<file path="config.mk">
export PLATFORM = sky130hd
export DESIGN_NAME = uart_rx
export DESIGN_NICKNAME = d
export VERILOG_FILES = /design/src/rtl/uart_pkg.sv /design/src/rtl/uart_rx_sync.sv /design/src/rtl/uart_rx.sv
export SDC_FILE = /design/constraint.sdc
export NUM_CORES = 1
export LEC_CHECK = 0
export BUFFER_PORTS_ARGS = -buffer_cell sky130_fd_sc_hd__buf_2
export CAP_MARGIN = 20
export CORE_MARGIN = 2
export CORE_UTILIZATION = 35
export CTS_BUF_LIST = sky130_fd_sc_hd__clkbuf_8
export CTS_CLUSTER_SIZE = 20
export DETAILED_ROUTE_END_ITERATION = 16
export PLACE_DENSITY = 0.57
export SETUP_SLACK_MARGIN = 0.1
export SLEW_MARGIN = 30
export SYNTH_ARGS = -nofsm -noshare
export SYNTH_HDL_FRONTEND = slang
export SYNTH_SLANG_ARGS = --single-unit
</file>
<file path="constraint.sdc">
create_clock -name clk -period 2.9 [get_ports clk]
set_clock_uncertainty 0.15 [all_clocks]
set_input_delay 0.29 -clock clk [delete_from_list [all_inputs] [get_ports clk]]
set_output_delay 0.29 -clock clk [all_outputs]
set_load 0.01 [all_outputs]
</file>
<file path="src/rtl/uart_pkg.sv">
`default_nettype none
// +-----------------------------------------------------------------------+
// | uart_pkg : state encodings, frame width and baud-divider helper       |
// |            shared by the UART transmitter and receiver.               |
// | Revision : 1.0                                                        |
// +-----------------------------------------------------------------------+
package uart_pkg;

  localparam int DATA_BITS = 8;
  localparam int STATE_W   = 3;

  localparam logic [STATE_W-1:0] ST_IDLE      = 3'd0;
  localparam logic [STATE_W-1:0] ST_START     = 3'd1;
  localparam logic [STATE_W-1:0] ST_DATA      = 3'd2;
  localparam logic [STATE_W-1:0] ST_PARITY    = 3'd3;
  localparam logic [STATE_W-1:0] ST_STOP      = 3'd4;
  localparam logic [STATE_W-1:0] ST_WAIT_HIGH = 3'd5;

  function automatic int clks_per_bit(input int clk_freq, input int baud_rate);
    return clk_freq / baud_rate;
  endfunction

endpackage
`default_nettype wire

</file>
<file path="src/rtl/uart_rx_sync.sv">
`default_nettype none
// +-----------------------------------------------------------------------+
// | uart_rx_sync : two-flop synchronizer for an asynchronous input whose  |
// |                idle level is high (flops preset to 1 on reset).       |
// | Revision     : 1.0                                                    |
// +-----------------------------------------------------------------------+
module uart_rx_sync (
  input  logic clk,
  input  logic rst,
  input  logic d,
  output logic q
);

  logic [1:0] sync_q;
  logic [1:0] sync_d;

  always_comb begin
    sync_d = {sync_q[0], d};
  end

  always_ff @(posedge clk or posedge rst) begin
    if (rst) begin
      sync_q <= 2'b11;
    end else begin
      sync_q <= sync_d;
    end
  end

  assign q = sync_q[1];

endmodule
`default_nettype wire

</file>
<file path="src/rtl/uart_rx.sv">
`default_nettype none
// +-----------------------------------------------------------------------+
// | uart_rx : polled 8N1 serial receiver with a one-byte holding register |
// |           and sticky frame/overrun flags. Define UART_RX_PARITY_EN    |
// |           for 8E1 framing with a sticky parity_error output.          |
// | Revision : 1.0                                                        |
// +-----------------------------------------------------------------------+
module uart_rx
  import uart_pkg::*;
#(
  parameter int CLK_FREQ  = 50000000,
  parameter int BAUD_RATE = 115200
) (
  input  logic       clk,
  input  logic       rst,
  input  logic       rx,
  input  logic       read_en,
  output logic [7:0] data,
  output logic       rx_valid,
  output logic       frame_error,
  output logic       overrun,
`ifdef UART_RX_PARITY_EN
  output logic       parity_error,
`endif
  output logic       rx_busy
);

  localparam int CLKS_PER_BIT = clks_per_bit(CLK_FREQ, BAUD_RATE);
  localparam int CNT_W        = $clog2(CLKS_PER_BIT);
  localparam int BIT_W        = $clog2(DATA_BITS);
  localparam logic [CNT_W-1:0] HALF_RELOAD = CNT_W'(CLKS_PER_BIT / 2 - 1);
  localparam logic [CNT_W-1:0] FULL_RELOAD = CNT_W'(CLKS_PER_BIT - 1);
  localparam logic [BIT_W-1:0] LAST_BIT    = BIT_W'(DATA_BITS - 1);

  if (CLKS_PER_BIT < 4) begin : g_bad_divider
    $error("uart_rx: CLK_FREQ/BAUD_RATE must be at least 4");
  end

  logic                 rx_s;
  logic [STATE_W-1:0]   state_q, state_d;
  logic [CNT_W-1:0]     cnt_q, cnt_d;
  logic [BIT_W-1:0]     bit_idx_q, bit_idx_d;
  logic [DATA_BITS-1:0] shift_q, shift_d;
  logic [7:0]           data_q, data_d;
  logic                 rx_valid_q, rx_valid_d;
  logic                 frame_error_q, frame_error_d;
  logic                 overrun_q, overrun_d;
  logic                 tick;
  logic                 byte_done;
  logic                 stop_bad;
`ifdef UART_RX_PARITY_EN
  logic                 parity_error_q, parity_error_d;
  logic                 parity_bad;
`endif

  uart_rx_sync u_sync (
    .clk (clk),
    .rst (rst),
    .d   (rx),
    .q   (rx_s)
  );

  assign tick = (cnt_q == '0);

  always_ff @(posedge clk or posedge rst) begin
    if (rst) begin
      state_q        <= ST_IDLE;
      cnt_q          <= '0;
      bit_idx_q      <= '0;
      shift_q        <= '0;
      data_q         <= '0;
      rx_valid_q     <= 1'b0;
      frame_error_q  <= 1'b0;
      overrun_q      <= 1'b0;
`ifdef UART_RX_PARITY_EN
      parity_error_q <= 1'b0;
`endif
    end else begin
      state_q        <= state_d;
      cnt_q          <= cnt_d;
      bit_idx_q      <= bit_idx_d;
      shift_q        <= shift_d;
      data_q         <= data_d;
      rx_valid_q     <= rx_valid_d;
      frame_error_q  <= frame_error_d;
      overrun_q      <= overrun_d;
`ifdef UART_RX_PARITY_EN
      parity_error_q <= parity_error_d;
`endif
    end
  end

  always_comb begin
    state_d   = state_q;
    cnt_d     = cnt_q;
    bit_idx_d = bit_idx_q;
    shift_d   = shift_q;
    byte_done = 1'b0;
    stop_bad  = 1'b0;
`ifdef UART_RX_PARITY_EN
    parity_bad = 1'b0;
`endif
    case (state_q)
      ST_IDLE: begin
        if (!rx_s) begin
          state_d = ST_START;
          cnt_d   = HALF_RELOAD;
        end
      end
      ST_START: begin
        if (!tick) begin
          cnt_d = cnt_q - 1'b1;
        end else if (!rx_s) begin
          state_d   = ST_DATA;
          bit_idx_d = '0;
          cnt_d     = FULL_RELOAD;
        end else begin
          state_d = ST_IDLE;
        end
      end
      ST_DATA: begin
        if (!tick) begin
          cnt_d = cnt_q - 1'b1;
        end else begin
          shift_d[bit_idx_q] = rx_s;
          cnt_d              = FULL_RELOAD;
          if (bit_idx_q == LAST_BIT) begin
`ifdef UART_RX_PARITY_EN
            state_d = ST_PARITY;
`else
            state_d = ST_STOP;
`endif
          end else begin
            bit_idx_d = bit_idx_q + 1'b1;
          end
        end
      end
`ifdef UART_RX_PARITY_EN
      ST_PARITY: begin
        if (!tick) begin
          cnt_d = cnt_q - 1'b1;
        end else begin
          // Even parity: data bits plus parity bit must XOR to zero.
          parity_bad = (^shift_q) ^ rx_s;
          cnt_d      = FULL_RELOAD;
          state_d    = ST_STOP;
        end
      end
`endif
      ST_STOP: begin
        if (!tick) begin
          cnt_d = cnt_q - 1'b1;
        end else if (rx_s) begin
          byte_done = 1'b1;
          state_d   = ST_IDLE;
        end else begin
          stop_bad = 1'b1;
          state_d  = ST_WAIT_HIGH;
        end
      end
      ST_WAIT_HIGH: begin
        if (rx_s) begin
          state_d = ST_IDLE;
        end
      end
      default: begin
        state_d = ST_IDLE;
      end
    endcase
  end

  // A read in the same cycle as a completion consumes the old byte, so no overrun.
  always_comb begin
    data_d        = data_q;
    rx_valid_d    = rx_valid_q;
    frame_error_d = frame_error_q;
    overrun_d     = overrun_q;
`ifdef UART_RX_PARITY_EN
    parity_error_d = parity_error_q;
    if (read_en) begin
      parity_error_d = 1'b0;
    end
    if (parity_bad) begin
      parity_error_d = 1'b1;
    end
`endif
    if (read_en) begin
      rx_valid_d    = 1'b0;
      frame_error_d = 1'b0;
      overrun_d     = 1'b0;
    end
    if (byte_done) begin
      data_d     = shift_q;
      rx_valid_d = 1'b1;
      if (rx_valid_q && !read_en) begin
        overrun_d = 1'b1;
      end
    end
    if (stop_bad) begin
      frame_error_d = 1'b1;
    end
  end

  assign rx_busy     = (state_q != ST_IDLE);
  assign data        = data_q;
  assign rx_valid    = rx_valid_q;
  assign frame_error = frame_error_q;
  assign overrun     = overrun_q;
`ifdef UART_RX_PARITY_EN
  assign parity_error = parity_error_q;
`endif

endmodule
`default_nettype wire

</file>
Yosys cells after proc, flatten, opt, wreduce, memory -nomap -nowiden. Index checks and enable logic that the tools add are counted. W data, S select, Z words.

Bits of input ports: 4. Logic and storage cells: 77. Output and inout port bits: 12. Register bits after elaboration: 36.

Muxes and demuxes: 35. $add $sub $neg: 2. $lt $le $gt $ge: 2. Equality and inequality tests: 15. Reductions and logical operators: 14.

Operators with widths (count): $mux W9 (5); $pmux W9 S4 (1); $mux W3 (11); $ne A2 B2 Y1 const B (8); $pmux W3 S5 (1); $mux W1 (13); $eq A3 B3 Y1 const B (3); $logic_not A9 Y1 (1); $sub A9 B1 Y9 const B (1); $bwmux W8 (1); $pmux W3 S2 (1); $reduce_and A6 Y1 (1); $reduce_bool A2 Y1 (3); $reduce_and A5 Y1 (1); $lt A3 B4 Y1 const B (1); $reduce_and A4 Y1 (1); $reduce_bool A4 Y1 (1); $add A3 B1 Y3 const B (1); $demux W1 S3 (1); $eq A3 B1 Y1 const B (1); $eq A3 B2 Y1 const B (1); $ge A3 B1 Y1 const B (1); $logic_not A3 Y1 (1); $ne A3 B3 Y1 const B (1); 6 further kinds (7).

Depth between registers and ports, before layout.
Depth after elaboration: 5. Mapped depth: 7. Gate-level depth less buffers: 6.

By module. From an unflattened synthesis, not the netlist that was laid out.

Cell total of the unflattened synthesis: 164. Area total of the unflattened synthesis: 1795.5 sq um.

Modules (own cells, without submodules): uart_rx (times used 1, area each 1739.2 sq um, cells each 161); uart_rx_sync (times used 1, area each 56.3 sq um, cells each 3).

Least setup slack after synthesis. OpenSTA, ideal clock, no wires.

Path type: register -> register. Start: register cnt_q[0]. End: register shift_q[4]. Path buffers: 1. Arrival time: 2.026 ns. Slack: 0.597 ns. Library setup time: 0.127 ns. Clock period less this slack: 2.303 ns. Data required time: 2.623 ns. Stages on the path, launching flop included: 8. Path through: dfrtp_1 -> inv_1 -> ha_1 -> or4b_1 -> buf_6 -> nor4_4 -> nand3_1 -> mux2_1.

Cells in the longest elaborated chain, start to end: 2.

RTL lines: start: declaration (line uart_rx.sv:41) `logic [CNT_W-1:0] cnt_q, cnt_d;`; start signal: assignment (line uart_rx.sv:80) `cnt_q <= cnt_d;`; $logic_not A9 Y1 (line uart_rx.sv:63) `assign tick = (cnt_q == '0);`; $reduce_and A2 Y1 (no source line); end signal: assignment (line uart_rx.sv:82) `shift_q <= shift_d;`; end: declaration (line uart_rx.sv:43) `logic [DATA_BITS-1:0] shift_q, shift_d;`.

Every way passes these cells. A chain may end at the register's enable or synchronous reset.

Worst setup path after layout.
Start: register cnt_q[0]. End: register shift_q[0].

Same word-level chain as after synthesis.

==> summary.md <==
| Metric | Value |
|---|---|
| Status | finished, final reports clean |
| Total gr overflow | 0 |
| Cell Rows | 26 |
| Initial antenna violation count | 0 |
| Synth Cell Area | 1880 um2 |
| Startpoint types | flip-flop |
| CTS resizes | 0 |
| RSZ-0062 raised after global routing | no |
| CTS Buffer Depth | 2 |
| Crit path max fanout | 8 |
| Setup TNS | 0 ns |
| First DRT Iteration DRCs | 114 |
| Crit share post-route | 90.3% |
| Worst skew pair latency | approximately 0.28 ns |
| DR vias | approximately 1400 |
| Hold path start | read_en |
| Crit Path Category | reg -> reg |
| Pins Over Slew Limit | 0 |
| #FFs+latches synth | 36 |
| Ranking of synthesized cells by area | dfrtp_1 45%, mux2_2 7.2%, dfstp_2 2.8% |
| Pre-CTS worst setup slack | 0.322 ns |
| Most common library cells after synthesis | 34 x dfrtp_1, 12 x mux2_2, 10 x inv_1, 10 x nor2_1, 9 x nand3_1 |
| Layout cell share with drive strength beyond 1 | between 20% and 30% |
| Antenna Cells | 0 |
| CTS HTree Levels | 2 |
| Clk pwr share | 44.9% |
| DP HPWL | between 2000 and 3000 um |
| Io pins | 16 |
| Arr. time, crit path | 2.64 ns |
| Fillers | approximately 520 |
| Min-delay worst type | in -> reg |
| Vias in the first global route | 1479 |
| Cell with the most instances after synthesis | dfrtp_1 |
| Crit end category | flip-flop |
| Worst ir drop on vdd | 0.266 mV |
| CTS tree | yes |
| Die width | between 70 and 80 um |
| Post-CTS setup buffer count | 0 |
| Combinational share of power | under 10% |
| # nets final | 192 |
| # clock sinks | 36 |
| Synth Area per Inst | 11.4 um2 |
| Seq/Total Area, Yosys | about half |
| Area Growth Syn to Fin | 14.6% |
| Synth unique cells | 51 |
| Residual DRC | 0 |
| GP Congestion | 0.849 |
| Post-Syn Nets | 172 |
| Vias/cell | 5.51 |
| P_leak | 0.941 nW |
| Final setup viols | 0 |
| Starting Density | 36.5% |
| Sequential power share | 53.1% |
| Cells after Synth | 165 |
| Antenna Nets Post-Route | 0 |
| Total wire length | 4030 um |
| Share of the synthesized area in the top cell type | 45.3% |
| Yosys top cell by area | dfrtp_1 |
| Cell Int Power | 0.761 mW |
| Hold Violations, Final | 0 |
| Core outline area | 5140 um2 |
| Ys async rst share | 100% |
| Worst endpoint required time | between 2 and 3 ns |
| Pwr Density | around 440 nW/um2 |
| Routed wire per std cell | 15.7 um |
| TritonCTS buffer count | 5 |
| Synth Flop Type | dfrtp_1 |
| Largest net degree at the start of global routing | 37 |
| Post-route setup slack | 0.282 ns |
| Net Sw Frac | 20.3% |
| Die ar. | approximately 6000 um2 |
| Fmax | 382 MHz |
| DR pass1 iterations | 4 |
| Root buf cell | clkbuf_8 |
| Slew @ Worst Pin | 0.893 ns |
| R2R Path Start | cnt_q[0] |
| Die Ht | 77.3 um |
| Synthesis Warnings | 0 |
| Critical Path Start | cnt_q[0] |
| Switching power | 0.194 mW |
| Worst-path clk slew | 0.07 ns |
| First-pass GRT wire length | 7110 um |
| Post-synth EDFFs | 0 |
| Max-cap violation count | 0 |
| Relative slew slack | 40.1% |
| Port-buffer cells | 15 |
| GRT Total Usage | around 15% |
| Final min period | 2.62 ns |
[placed cells by master, fill, tap and decap left out, types with 5 or more instances in the layout]
master    netlist  final
nor2_1         10     10
nor3_1          6      6
inv_1          10     11
mux2_2         12     12
buf_2           1     15
o21ai_0         8      8
nand3_1         9      9
clkbuf_8        0      5
dfrtp_1        34     34
[state kept, by name, summed over array words and instances (netlist names)]
register and flops:
cnt_q 9, state_q 3, overrun 1, data 8, u_sync.sync_q 2, shift_q 8, frame_error 1, rx_valid 1
bit_idx_q 3
[layer usage]
layer | global-route usage [%] | vias up | part of all wire (%)
li1 | - | 659 | -
met2 | 22.3 | 35 | 50
met1 | 20.5 | 710 | 45
met3 | 3.53 | 6 | 4.1
met5 | 0 | - | 0
met4 | 6.43 | 0 | 1.3
[cell type report]
type | count | area [um2] | area share (%)
timing repair buffer | 19 | 110 | 5.12
clock inverter | 3 | 38.8 | 1.80
inverter | 10 | 37.5 | 1.74
sequential | 36 | 903 | 42.0
tap | 70 | 87.6 | 4.07
multi-input combinational | 113 | 906 | 42.1
clock buffer | 5 | 68.8 | 3.20
[cells by family (layout without fill, tap and decap cells)]
logic type	Yosys count	in the layout	synth area share, %
adder cells (fa/ha/maj)	4	4	2.53
AO/OA/AOI/OAI	38	38	15.9
AND/OR/NAND/NOR	51	51	18.3
XOR/XNOR	3	3	1.40
flip-flops	36	36	48.1
multiplexers	17	17	10.1
buffers and inverters	16	37	3.66
[power groups by stage]
stage | clock network (mW) | logic, mW | registers, mW
finish | 0.429 | 0.0186 | 0.508
CTS | 0.440 | 0.0195 | 0.508
detailed placement | 0 | 0.0174 | 0.517
floorplan | 0 | 0.0115 | 0.515
global route | 0.465 | 0.0218 | 0.508
global placement | 0 | 0.0166 | 0.517
[final timing paths]
path | slack, ns | to | cells past startpoint
worst max-delay path | 0.28 | shift_q[0] | 6
worst min-delay path | 0.03 | overrun | 2
worst max register to register | 0.28 | shift_q[0] | 6
worst min register to register | 0.21 | u_sync.sync_q[1] | 0
max in group asynchronous | 1.76 | u_sync.sync_q[0] | 4
min in group asynchronous | 0.51 | data[0] | 4
[stage by stage]
step                utilization [%]  hold WS, ns  cell area [um2]  power, mW  std cells
floorplan                         -        0.144             1880      0.526        165
detailed placement             39.4        0.201             2020      0.535        246
finish                         41.9       0.0314             2150      0.955        256
global placement               39.4        0.197             2020      0.534        246
CTS                            41.9       0.0275             2150      0.967        256
global route                   41.9       0.0308             2150      0.995        256
[worst max-delay path: stages, from the launching register on]
cell,delay [ns]
dfrtp_1,0.43
inv_1,0.13
ha_1,0.26
or4b_1,0.67
nor4_4,0.40
nand3_1,0.13
mux2_1,0.33
[repair_timing]
item	in CTS	in global routing
hold buffers	2	0
setup endpoints to repair	0	0
endpoints found under the hold margin	35	0
Note: power is estimated with default switching activity, not from simulation.
